--- src/rtl/fdu_pkg.sv ---
// rtl/fdu_pkg.sv - shared types and widths for the FDU failover controller
package fdu_pkg;

  localparam int FAILOVER_CNT_W = 8;
  localparam int RETRY_CNT_W    = 4;

  typedef enum logic [1:0] {
    ST_IDLE   = 2'd0,
    ST_SEARCH = 2'd1,
    ST_ACTIVE = 2'd2,
    ST_FAILED = 2'd3
  } fdu_state_e;

  // Failover counter stops at all-ones instead of wrapping back to zero
  function automatic logic [FAILOVER_CNT_W-1:0] sat_inc_fo(input logic [FAILOVER_CNT_W-1:0] v);
    return (v == {FAILOVER_CNT_W{1'b1}}) ? v : v + FAILOVER_CNT_W'(1);
  endfunction

endpackage

--- src/rtl/fdu_lane_mon.sv ---
// rtl/fdu_lane_mon.sv - per-lane health debounce and restart pulse timer
module fdu_lane_mon #(
  parameter int HOLDOFF        = 16,
  parameter int RESTART_CYCLES = 1000
) (
  input  logic clk,
  input  logic reset_n,
  input  logic health,
  input  logic restart_req,
  output logic good_stable,
  output logic bad_stable,
  output logic restarting,
  output logic fdu_restart
);

  localparam int HW = $clog2(HOLDOFF + 1);
  localparam int RW = $clog2(RESTART_CYCLES + 1);
  localparam logic [HW-1:0] HOLD_MAX = HW'(HOLDOFF);
  localparam logic [RW-1:0] RST_LOAD = RW'(RESTART_CYCLES);

  logic [HW-1:0] good_cnt;
  logic [HW-1:0] bad_cnt;
  logic [RW-1:0] rst_timer;

  // Restart timer: a request only loads an idle timer, so a running restart is never stretched
  always_ff @(posedge clk or negedge reset_n) begin
    if (!reset_n) begin
      rst_timer <= '0;
    end else if (rst_timer != '0) begin
      rst_timer <= rst_timer - RW'(1);
    end else if (restart_req) begin
      rst_timer <= RST_LOAD;
    end
  end

  // Debounce: count consecutive same-level samples, saturating at HOLDOFF; frozen at zero while restarting
  always_ff @(posedge clk or negedge reset_n) begin
    if (!reset_n) begin
      good_cnt <= '0;
      bad_cnt  <= '0;
    end else if (restarting || restart_req) begin
      good_cnt <= '0;
      bad_cnt  <= '0;
    end else if (health) begin
      bad_cnt <= '0;
      if (good_cnt != HOLD_MAX) good_cnt <= good_cnt + HW'(1);
    end else begin
      good_cnt <= '0;
      if (bad_cnt != HOLD_MAX) bad_cnt <= bad_cnt + HW'(1);
    end
  end

  assign restarting  = (rst_timer != '0);
  assign fdu_restart = restarting;
  assign good_stable = (good_cnt == HOLD_MAX);
  assign bad_stable  = (bad_cnt == HOLD_MAX);

endmodule

--- src/rtl/fdu_failover_ctrl.sv ---
// rtl/fdu_failover_ctrl.sv - selects a healthy FDU, fails over and sequences restarts
module fdu_failover_ctrl
  import fdu_pkg::*;
#(
  parameter int NUM_FDU         = 2,
  parameter int HOLDOFF         = 16,
  parameter int RESTART_CYCLES  = 1000,
  parameter int STARTUP_TIMEOUT = 13000000,
  parameter int MAX_RETRY       = 3
) (
  input  logic                         clk,
  input  logic                         reset_n,
  input  logic                         enable,
  input  logic [NUM_FDU-1:0]           health,
  output logic                         active_valid,
  output logic [$clog2(NUM_FDU)-1:0]   active_sel,
  output logic [NUM_FDU-1:0]           fdu_restart,
  output logic [RETRY_CNT_W-1:0]       retry_cnt,
  output logic [FAILOVER_CNT_W-1:0]    failover_cnt,
  output logic                         all_failed
);

  localparam int SEL_W = $clog2(NUM_FDU);
  localparam int TW    = $clog2(STARTUP_TIMEOUT + 1);
  localparam logic [TW-1:0]          TIMER_LAST  = TW'(STARTUP_TIMEOUT - 1);
  localparam logic [RETRY_CNT_W-1:0] RETRY_LIMIT = RETRY_CNT_W'(MAX_RETRY);

  fdu_state_e                state, state_nxt;
  logic [SEL_W-1:0]          sel_nxt;
  logic [TW-1:0]             timer, timer_nxt;
  logic [RETRY_CNT_W-1:0]    retry_nxt;
  logic [FAILOVER_CNT_W-1:0] fo_nxt;

  logic [NUM_FDU-1:0] good_stable;
  logic [NUM_FDU-1:0] bad_stable;
  logic [NUM_FDU-1:0] restarting;
  logic [NUM_FDU-1:0] restart_req;
  logic [NUM_FDU-1:0] eligible;
  logic               any_eligible;
  logic [SEL_W-1:0]   low_idx;
  logic               search_timeout;

  for (genvar g = 0; g < NUM_FDU; g++) begin : g_lane
    fdu_lane_mon #(
      .HOLDOFF        (HOLDOFF),
      .RESTART_CYCLES (RESTART_CYCLES)
    ) u_mon (
      .clk         (clk),
      .reset_n     (reset_n),
      .health      (health[g]),
      .restart_req (restart_req[g]),
      .good_stable (good_stable[g]),
      .bad_stable  (bad_stable[g]),
      .restarting  (restarting[g]),
      .fdu_restart (fdu_restart[g])
    );
  end

  assign eligible       = good_stable & ~restarting;
  assign any_eligible   = |eligible;
  assign search_timeout = (timer == TIMER_LAST);

  // Priority pick: lowest-numbered eligible lane wins
  always_comb begin
    low_idx = '0;
    for (int i = NUM_FDU - 1; i >= 0; i--) begin
      if (eligible[i]) low_idx = SEL_W'(i);
    end
  end

  // State register with the search timer and the externally visible counters
  always_ff @(posedge clk or negedge reset_n) begin
    if (!reset_n) begin
      state        <= ST_IDLE;
      active_sel   <= '0;
      timer        <= '0;
      retry_cnt    <= '0;
      failover_cnt <= '0;
    end else begin
      state        <= state_nxt;
      active_sel   <= sel_nxt;
      timer        <= timer_nxt;
      retry_cnt    <= retry_nxt;
      failover_cnt <= fo_nxt;
    end
  end

  // Next state: eligibility beats the search timeout; enable low always wins
  always_comb begin
    state_nxt = state;
    sel_nxt   = active_sel;
    timer_nxt = timer;
    retry_nxt = retry_cnt;
    fo_nxt    = failover_cnt;
    if (!enable) begin
      state_nxt = ST_IDLE;
    end else begin
      case (state)
        ST_IDLE: begin
          state_nxt = ST_SEARCH;
          timer_nxt = '0;
        end
        ST_SEARCH: begin
          if (any_eligible) begin
            state_nxt = ST_ACTIVE;
            sel_nxt   = low_idx;
            retry_nxt = '0;
          end else if (search_timeout) begin
            if (retry_cnt == RETRY_LIMIT) begin
              state_nxt = ST_FAILED;
            end else begin
              retry_nxt = retry_cnt + RETRY_CNT_W'(1);
              timer_nxt = '0;
            end
          end else begin
            timer_nxt = timer + TW'(1);
          end
        end
        ST_ACTIVE: begin
          if (bad_stable[active_sel]) begin
            state_nxt = ST_SEARCH;
            fo_nxt    = sat_inc_fo(failover_cnt);
            timer_nxt = '0;
          end
        end
        default: begin
          state_nxt = ST_FAILED;
        end
      endcase
    end
  end

  // Outputs: status flags from state, restart requests on failover or on a fruitless search round
  always_comb begin
    active_valid = (state == ST_ACTIVE);
    all_failed   = (state == ST_FAILED);
    restart_req  = '0;
    if (enable) begin
      if (state == ST_SEARCH && !any_eligible && search_timeout && retry_cnt != RETRY_LIMIT) begin
        restart_req = ~good_stable & ~restarting;
      end else if (state == ST_ACTIVE && bad_stable[active_sel]) begin
        restart_req[active_sel] = 1'b1;
      end
    end
  end

endmodule

--- config.mk ---
export PLATFORM = sky130hd
export DESIGN_NAME = fdu_failover_ctrl
export DESIGN_NICKNAME = d
export VERILOG_FILES = /design/src/rtl/fdu_pkg.sv /design/src/rtl/fdu_lane_mon.sv /design/src/rtl/fdu_failover_ctrl.sv
export SDC_FILE = /design/constraint.sdc
export NUM_CORES = 1
export LEC_CHECK = 0
export CORE_ASPECT_RATIO = 1.4
export CORE_MARGIN = 2
export CORE_UTILIZATION = 43
export DETAILED_ROUTE_END_ITERATION = 8
export REMOVE_ABC_BUFFERS = 1
export SLEW_MARGIN = 0
export SYNTH_ARGS = -nofsm -noshare
export SYNTH_HDL_FRONTEND = slang
export SYNTH_SLANG_ARGS = --single-unit
--- constraint.sdc ---
create_clock -name clk -period 2.1 [get_ports clk]
set_clock_uncertainty 0.1 [all_clocks]
set_input_delay 0.525 -clock clk [delete_from_list [all_inputs] [get_ports clk]]
set_output_delay 0.525 -clock clk [all_outputs]
set_load 0.02 [all_outputs]
* Yosys cells after proc, flatten, opt, wreduce, memory -nomap -nowiden
Index checks and enable logic that the tools add are counted.
** Operators by class
- $add $sub $neg :: 9
- $lt $le $gt $ge :: 2
- Equal/unequal tests :: 24
- Mux-type cells :: 39
- Bitwise logic cells :: 5
- Reduce and logical (&&, ||, !) cells :: 23
** Operators with widths (count)
- 2-to-1 mux 24 bit :: 4
- case mux 24 bit (3 select lines) :: 1
- 2-to-1 mux 5 bit :: 12
- 2-to-1 mux 10 bit :: 4
- adder 24 x 1 -> 24 bit (second input constant) :: 1
- == test 24 bit (second input constant) :: 1
- adder 5 x 1 -> 5 bit (second input constant) :: 4
- == test 5 bit (second input constant) :: 4
- inequality test 5 bit (second input constant) :: 4
- nonzero test 10 bit :: 2
- subtractor 10 x 1 -> 10 bit (second input constant) :: 2
- 2-to-1 mux 2 bit :: 8
- 2-to-1 mux 4 bit :: 3
- nonzero test 3 bit :: 3
- adder 8 x 1 -> 8 bit (second input constant) :: 1
- == test 8 bit (second input constant) :: 1
- inequality test 4 bit (second input constant) :: 2
- AND reduction 4 bit :: 2
- inequality test 3 x 1 -> 1 bit (second input constant) :: 2
- case mux 2 bit (3 select lines) :: 1
- AND reduction 3 bit :: 2
- nonzero test 2 bit :: 3
- logical AND 1 bit :: 5
- 2-to-1 mux 1 bit :: 5
- other kinds (20) :: 25
** Word-level totals
- Register bits after elaboration :: 79
- Input port bits :: 5
- Output and inout bits :: 17

* Logic depth before layout (Yosys ltp)
Gate-level depths: netlist of run 1.
- Word-level depth :: 12
- Depth in mapped cells :: 10
- Mapped depth without buffers :: 8

* Hierarchy
A second synthesis of run 1 with hierarchy kept.
** Unflattened totals
- Cells, all modules :: 456
- Area total of the unflattened synthesis :: 4563.1 um2
** By module, submodules not included
- fdu_failover_ctrl :: instances 1, cells an instance 256, area an instance 2431.1 um2
- fdu_lane_mon :: instances 2, cells an instance 100, area an instance 1066.0 um2

* Worst setup path before layout of run 1
Ideal clock, no wire load.
- Path type :: flip-flop to output port
- Start :: register g_lane[0].u_mon.rst_timer[0]
- End :: output port fdu_restart[0]
- Data arrival time :: 1619 ps
- Slack :: -144 ps
- Stages on the path, launching flop included :: 7
- Path buffers :: 1
- Path through :: dfrtp_1 inv_1 ha_1 or3b_2 nor3_4 inv_2 buf_4
** Between the ends
- Word-level cells in the longest chain between the ends :: 1
** Ends and longest elaborated chain
- start: declaration :: RTL line fdu_lane_mon.sv:23 : logic [RW-1:0] rst_timer;
- start signal: assignment :: RTL line fdu_lane_mon.sv:30 : rst_timer <= rst_timer - RW'(1);
- nonzero test 10 bit :: RTL line fdu_lane_mon.sv:53 : assign restarting = (rst_timer != '0);
- end: declaration :: RTL line fdu_failover_ctrl.sv:17 : output logic [NUM_FDU-1:0] fdu_restart,
No other way between the ends.

* Worst setup path after layout of run 1
- Start :: register g_lane[1].u_mon.rst_timer[7]
- End :: register g_lane[0].u_mon.rst_timer[1]
** Between the ends
- Word-level cells in the longest chain between the ends :: 11
** Ends and longest elaborated chain
- start: declaration :: RTL line fdu_lane_mon.sv:23
- start signal: assignment :: RTL line fdu_lane_mon.sv:30
- nonzero test 10 bit :: RTL line fdu_lane_mon.sv:53
- inverter 2 bit :: RTL line fdu_failover_ctrl.sv:59 : assign eligible = good_stable & ~restarting;
- AND 2 bit :: RTL line fdu_failover_ctrl.sv:59
- OR reduction 2 bit :: RTL line fdu_failover_ctrl.sv:60 : assign any_eligible = |eligible;
- logical NOT 1 bit :: RTL line fdu_failover_ctrl.sv:139 : if (state == ST_SEARCH && !any_eligible && search_timeout && retry_cnt != RETRY_LIMIT) begin
- logical AND 1 bit (3 in a row) :: RTL line fdu_failover_ctrl.sv:139
- 2-to-1 mux 2 bit :: RTL line fdu_failover_ctrl.sv:139
- 2-to-1 mux 2 bit :: RTL line fdu_failover_ctrl.sv:138 : if (enable) begin
- nonzero test 2 bit (no source line)
No other way between the ends.
A chain may end at the register's enable or synchronous reset.

==> reports/qor_table.md, run 1 <==
| Quantity | Value | Unit |
| --- | --- | --- |
| Number of hold-slack violations in the final timing report | 0 | - |
| Wire length of the first global-routing pass | 18700 | um |
| Cell type of the slowest stage on the worst timing path | or4_4 | - |
| Number of buffers added on ports | 21 | - |
| Share of the core filled with cells in the final layout | 65.2 | % |
| Leak Pwr | 2.96 | nW |
| Cell-by-cell trace of the critical path | or4_4 -> buf_6 -> nor2_4 -> a32oi_4 -> a31o_4 -> buf_4 -> buf_6 -> a211o_1 -> o21ai_2 | - |
| DIE AREA | 11000 | um2 |
| Worst slack, placed | -0.553 | ns |
| Number of remaining DRC errors | 0 | - |
| PD cells | 530 | nW/um2 |
| Largest net degree at the start of global routing | 32 | - |
| Post-Synth Simple-Gate Area | 24.0 | % |
| Post-route antenna net violation count | 0 | - |
| I/O pins | 22 | - |
| Post-synth EDFFs | 0 | - |
| Top-count cell post-synth | dfrtp_1 | - |
| Async SR Flop Fraction | 100 | % |
| Post-synthesis mux area share | 1.46 | % |
| Failing checks | negative setup slack | - |
| CP max stage delay | 0.57 | ns |
| Setup repair after global routing missed its margin | true | - |
| Met1 layer usage reported by global route | 25.0 | % |
| Signal arrival time at the worst endpoint | 2.50 | ns |
| Delay-heaviest family, CP | compound AO/OA/AOI/OAI gates | - |
| Number of standard cells in the layout, taps in and fillers out | 749 | - |
| Most area-consuming cells after synthesis | dfrtp_1, xnor2_1, ha_1 | - |
| Main flop type after synthesis | dfrtp_1 | - |
| Number of violations of the max-capacitance limit | 0 | - |
| CTS root buf | clkbuf_16 | - |
| Synth Area in Adders | 4.02 | % |
| Net count, final | 629 | - |
| Number of DRC markers after the initial detailed-route iteration | 150 | - |
| Mean instance size in the synthesized netlist | 9.87 | um2 |
| Initial Util | 44.0 | % |
| Cell variety after synth | 67 | - |
| Type of the tightest min-delay check | in -> async | - |
| Total congestion overflow | 0 | - |
| Buffering stage count on the worst path with inverters included | 3 | - |
| Xor/xnor share of the synthesized area | 7.03 | % |
| Rows | 43 | - |
| Share of the synthesized area in compound gates (AO/OA/AOI/OAI) | 14.6 | % |
| Post-Syn Area | 4360 | um2 |
| Outcome | finished with violations | - |
| Transition at the pin with the smallest max-transition slack | 0.535 | ns |
| Chip Width | 89.1 | um |
| Number of hold buffers added after CTS | 0 | - |
| CTS tree | done | - |
| Worst rel slew slack | 63.8 | % |
| Share of the clock period used by the worst path | 111 | % |
| Total wire length after detailed routing | 11800 | um |
| Met2 usage in global routing | 39.4 | % |
| Count of fill cells added during filler insertion | 816 | - |
| Wire length per cell after detailed routing | 15.7 | um |
| Count of pins over their slew limit | 0 | - |
| Post-route worst setup slack | -0.226 | ns |
| Routability Congestion | 0.789 | - |
| Number of global-route vias before repair | 3969 | - |
| Latest clock arrival within the worst-skew pair | 0.35 | ns |
| Met3 track demand over resource | 3.60 | % |
| Clock transition at the registers of the reported paths | 0.06 | ns |
| Critical Path Start Type | flip-flop | - |
| Highest ir drop seen on vdd | 0.402 | mV |
| Total routing usage reported by global routing | 22.1 | % |
| Placeable Area | 9900 | um2 |
| Synth top cells by count | dfrtp_1, nand2_1, nor2_1, xnor2_1, a21oi_1 | - |
| Max Fclk | 430 | MHz |
| Minimum period implied by the final worst setup slack | 2.33 | ns |
| Post-synth top area cell | dfrtp_1 | - |
| Ant. Diodes | 0 | - |
| Die span in y | 123 | um |
| Total power consumption of the routed design | 3.42 | mW |
| GRT busiest layer | met2 | - |
| Data required time at the worst endpoint | 2.27 | ns |
| Antenna violations before repair | 0 | - |
| Pre-Repair DR Iteration Count | 7 | - |
| Total CTS buffers | 9 | - |
| Register area share after synthesis | 45.3 | % |
| Number of vias per cell | 5.36 | - |
| CP max FO | 3 | - |
| Layout cells sized above 1 | 37.8 | % |
| Final setup violation count | 66 | - |
| Maximum level of the CTS H-tree | 3 | - |
| Post-synthesis to final-layout area growth | 47.9 | % |
| Portion of synthesized cell area occupied by the leading cell type | 45.3 | % |
| Detailed placer's ending HPWL | 8230 | um |
| Via total after detailed routing | 4016 | - |
| Synth warnings | 0 | - |
| Gate count of the mapped netlist | 442 | - |
| Largest family of logic cells by synthesized area | simple AND/OR/NAND/NOR gates | - |
| Library cell appearing most often on the critical path | buf_6 | - |
| Crit end category | flip-flop | - |
| Setup CP Type | reg -> reg | - |
| Clock tree buffer depth | 2 | - |
| Total number of clock tree sinks | 79 | - |
| Synthesized flop and latch total | 79 | - |
| Number of instances in the placed design | 717 | - |
## cell type report
cell class              instances  area (um2)  area share [%]
multi-input cells             330        2480            38.5
flip-flops and latches         79        1980            30.7
repair buffers                169        1450            22.4
clock buffers                  10         239            3.70
well taps                     135         169            2.62
inverters                      21        78.8            1.22
clock inverters                 5        57.6           0.892
## placed cells by master (no fill, tap or decap), types with 15 or more instances in the layout
cell type	n
a31oi_1	15
nand2_1	41
nor2_1	27
inv_1	15
dfrtp_1	78
nand3_1	17
a21oi_1	19
buf_4	132
xnor2_1	25
and3_1	16
## stage by stage
step                      instance area (um2)  hold WS (ns)  TNS, ns
after floorplan                          4280         0.129    -5.78
after global placement                   5700         0.375   -16.65
after detailed placement                 5700         0.375   -19.63
after CTS                                6140        0.0318    -8.21
after global routing                     6450        0.0460   -14.71
final                                    6450        0.0162    -9.78
## flip-flops by register name (all words and copies together), names as in the netlist
signal,flops
timer,24
g_lane.u_mon.rst_timer,20
g_lane.u_mon.bad_cnt,10
g_lane.u_mon.good_cnt,10
failover_cnt,8
retry_cnt,4
state,2
active_sel,1
## repair_timing
item | 4_1_cts | 5_1_grt
resized for setup | 36 | 55
pin swaps | 6 | 15
endpoints found under the setup margin | 70 | 74
gates cloned | 0 | 3
buffers inserted | 5 | 10
## cells by family after synthesis
group	Yosys count
compound gates	94
fa+ha+maj	14
mux	6
xor+xnor	35
simple gates	180
buf+inv	34
flops	79
## power by group
part           internal, mW  switching (mW)  total [mW]
clock                 0.947           0.620        1.57
sequential             1.55          0.0181        1.57
combinational         0.122           0.158       0.280
total                  2.62           0.796        3.42
## routing by layer
layer,routed length (um),up-vias
li1,-,1950
met1,4720,1969
met2,6410,69
met3,273,28
met4,367,0
met5,0,-
## path summary, 6_finish.rpt
kind	start	endpoint	slack [ns]	cells past startpoint
worst max-delay path	g_lane[1].u_mon.rst_timer[7]	g_lane[0].u_mon.rst_timer[1]	-0.23	9
worst min-delay path	reset_n	g_lane[1].u_mon.good_cnt[4]	0.02	1
worst max register to register	g_lane[1].u_mon.rst_timer[7]	g_lane[0].u_mon.rst_timer[1]	-0.23	9
worst min register to register	timer[23]	timer[23]	0.38	1
max in group asynchronous	reset_n	timer[20]	1.32	2
min in group clk	timer[23]	timer[23]	0.38	1
No activity file was read; power rests on OpenSTA's default activity.
==> run 2: changes to the inputs <==
--- a/config.mk
+++ b/config.mk
@@ -5,9 +5,9 @@
 export SDC_FILE = /design/constraint.sdc
 export NUM_CORES = 1
 export LEC_CHECK = 0
+export ABC_AREA = 0
 export CORE_ASPECT_RATIO = 1.4
-export CORE_MARGIN = 2
-export CORE_UTILIZATION = 43
+export CORE_UTILIZATION = 42
 export DETAILED_ROUTE_END_ITERATION = 8
 export REMOVE_ABC_BUFFERS = 1
 export SLEW_MARGIN = 0
==> run 2 against run 1 <==
  * The run still ends with negative setup slack left
  * First-iteration DRC count is 23% higher
  * Global-route usage is 0.81 points higher
  * Fmax is 1.2% lower
  * Highest routed layer unchanged
  * Non-clock buffer count is 5 higher
  * Clock power is 17% higher
==> reports/qor_table.md, run 2 (same netlist as run 1, synthesis figures left out) <==
| Quantity | Value | Unit |
| --- | --- | --- |
| Outcome | finished with violations | - |
| Failing checks | negative setup slack | - |
| Biggest register | timer | - |
| PD cells | 552 | nW/um2 |
| Crit end category | flip-flop | - |
| Worst slack, placed | -0.539 | ns |
| Critical Path Start Type | flip-flop | - |
| Minimum period implied by the final worst setup slack | 2.35 | ns |
| Most common cell after layout, fill and taps aside | buf_4 | - |
| Transition at the pin with the smallest max-transition slack | 0.532 | ns |
| Die span in y | 123 | um |
| Leak Pwr | 2.99 | nW |
| Layout cells sized above 1 | 43.0 | % |
| Data required time at the worst endpoint | 2.23 | ns |
| Number of flip-flops in the largest register | 24 | - |
| Share of the clock period used by the worst path | 112 | % |
| Net count, final | 633 | - |
| Share of the core filled with cells in the final layout | 68.0 | % |
| Path depth of the worst reg2reg path | 11 | - |
| Internal Dissipation | 2.89 | mW |
| Number of violations of the max-capacitance limit | 0 | - |
| Number of global-route vias before repair | 4078 | - |
| Buffering stage count on the worst path with inverters included | 4 | - |
| Setup CP Type | reg -> reg | - |
| Clock transition at the registers of the reported paths | 0.06 | ns |
| Number of hold buffers added after CTS | 0 | - |
| Final setup violation count | 66 | - |
| Antenna violations before repair | 0 | - |
| Signal arrival time at the worst endpoint | 2.48 | ns |
| Wire length of the first global-routing pass | 18600 | um |
| Setup repair after global routing missed its margin | true | - |
| Via total after detailed routing | 4122 | - |
| Total number of clock tree sinks | 79 | - |
| Latest clock arrival within the worst-skew pair | 0.34 | ns |
| Routability Congestion | 0.806 | - |
| CP max FO | 5 | - |
| Switching part of the total | 23.0 | % |
| Share of total power in sequential cells | 42.0 | % |
| Fraction of power consumed by combinational cells | 9.4 | % |
| Cell type of the slowest stage on the worst timing path | a211o_4 | - |
| Ant. Diodes | 0 | - |
| Number of DRC markers after the initial detailed-route iteration | 185 | - |
| Total CTS buffers | 9 | - |
| Total routing usage reported by global routing | 22.9 | % |
| Levels on crit path | 11 | - |
| Delay-heaviest family, CP | compound AO/OA/AOI/OAI gates | - |
| Cell-by-cell trace of the critical path | inv_1 -> ha_2 -> nor4b_4 -> nor3b_4 -> buf_6 -> a22oi_2 -> o21ai_2 -> buf_4 -> a211o_4 -> buf_12 -> a22o_1 | - |
| Detailed placer's ending HPWL | 8110 | um |
| Pre-Repair DR Iteration Count | 4 | - |
| Post-synthesis to final-layout area growth | 56.2 | % |
| Power spent charging and discharging nets | 864 | uW |
| CTS root buf | clkbuf_16 | - |
| Number of remaining DRC errors | 0 | - |
| CTS tree | done | - |
| Type of the tightest min-delay check | in -> async | - |
| Wire length per cell after detailed routing | 16.7 | um |
| Number of hold-slack violations in the final timing report | 0 | - |
| Rows | 43 | - |
| Post-route antenna net violation count | 0 | - |
| Clock tree buffer depth | 2 | - |
| Relative contribution of the clock network to total power | 48.6 | % |
| I/O pins | 22 | - |
| Post-route worst setup slack | -0.254 | ns |
| Worst rel slew slack | 64.1 | % |
| Total congestion overflow | 0 | - |
| Number of vias per cell | 5.47 | - |
| CP max stage delay | 0.36 | ns |
| Chip Width | 88.1 | um |
| Total wire length after detailed routing | 12600 | um |
| Maximum level of the CTS H-tree | 3 | - |
| Count of pins over their slew limit | 0 | - |
| Highest ir drop seen on vdd | 0.511 | mV |
| Number of buffers added on ports | 21 | - |
| Max Fclk | 425 | MHz |
| Largest net degree at the start of global routing | 34 | - |
| Placeable Area | 10000 | um2 |
| DIE AREA | 10800 | um2 |
| Initial Util | 43.6 | % |
| Largest registers | timer: 24 flops, g_lane.u_mon.rst_timer: 20 flops | - |
| Commonest cells after routing, fill and taps aside | buf_4, dfrtp_1, nand2_1 | - |
[run 2: cell count changes in the layout (fill, tap and decap cells not counted), sizes merged]
cell,delta
and3,-1
buf,+4
clkbuf,+1
dlymetal6s2s,-1
bufinv,+2
clkdlybuf4s50,+1
clkinv,-1
clkinvlp,+1
inv,-1
[run 2: timing repair]
action / CTS / global route
buffers inserted: 13 / 15
gates cloned: 0 / 2
endpoints found under the setup margin: 68 / 73
resized for setup: 43 / 85
pin swaps: 10 / 35
[run 2: routing by layer]
metal | part of all wire, % | up-vias | global-route usage, % | routed length (um)
li1 | - | 1957 | - | -
met1 | 38 | 2060 | 24.2 | 4770
met2 | 56 | 73 | 43.0 | 7070
met3 | 2.7 | 32 | 3.77 | 339
met4 | 3.3 | 0 | 11.3 | 416
met5 | 0 | - | 0 | 0
[run 2: final timing paths]
| path | slack, ns | startpoint | endpoint |
|---|---|---|---|
| worst max-delay path | -0.25 | g_lane[1].u_mon.rst_timer[0] | timer[1] |
| worst min-delay path | 0.03 | reset_n | g_lane[1].u_mon.bad_cnt[2] |
| worst max register to register | -0.25 | g_lane[1].u_mon.rst_timer[0] | timer[1] |
| worst min register to register | 0.39 | failover_cnt[7] | failover_cnt[7] |
| max in group asynchronous | 1.27 | reset_n | g_lane[1].u_mon.rst_timer[8] |
| min in group clk | 0.39 | failover_cnt[7] | failover_cnt[7] |
[run 2: metrics by stage]
stage	instances	total power, mW	hold slack (ns)	setup TNS, ns	area [um2]
floorplan	429	1.70	0.129	-5.78	4280
global placement	710	1.84	0.375	-15.81	5640
detailed placement	710	1.85	0.384	-17.31	5640
CTS	739	3.70	0.0360	-8.43	6190
global route	754	3.87	0.0622	-14.68	6810
finish	754	3.76	0.0315	-10.77	6810
[run 2: cell type report]
| class | instances | area, um2 |
|---|---|---|
| fill | 764 | 3200 |
| timing repair buffer | 174 | 1520 |
| clock inverter | 6 | 108 |
| inverter | 21 | 78.8 |
| tap | 135 | 169 |
| sequential | 79 | 1980 |
| clock buffer | 10 | 239 |
| multi-input combinational | 329 | 2720 |
[run 2: power by group through the flow]
stage                     Clock (mW)  Combinational [mW]  Sequential [mW]
after floorplan                    0              0.0784             1.62
after global placement             0               0.243             1.60
after detailed placement           0               0.249             1.60
after CTS                       1.85               0.278             1.58
after global routing            1.91               0.381             1.58
final                           1.83               0.353             1.58
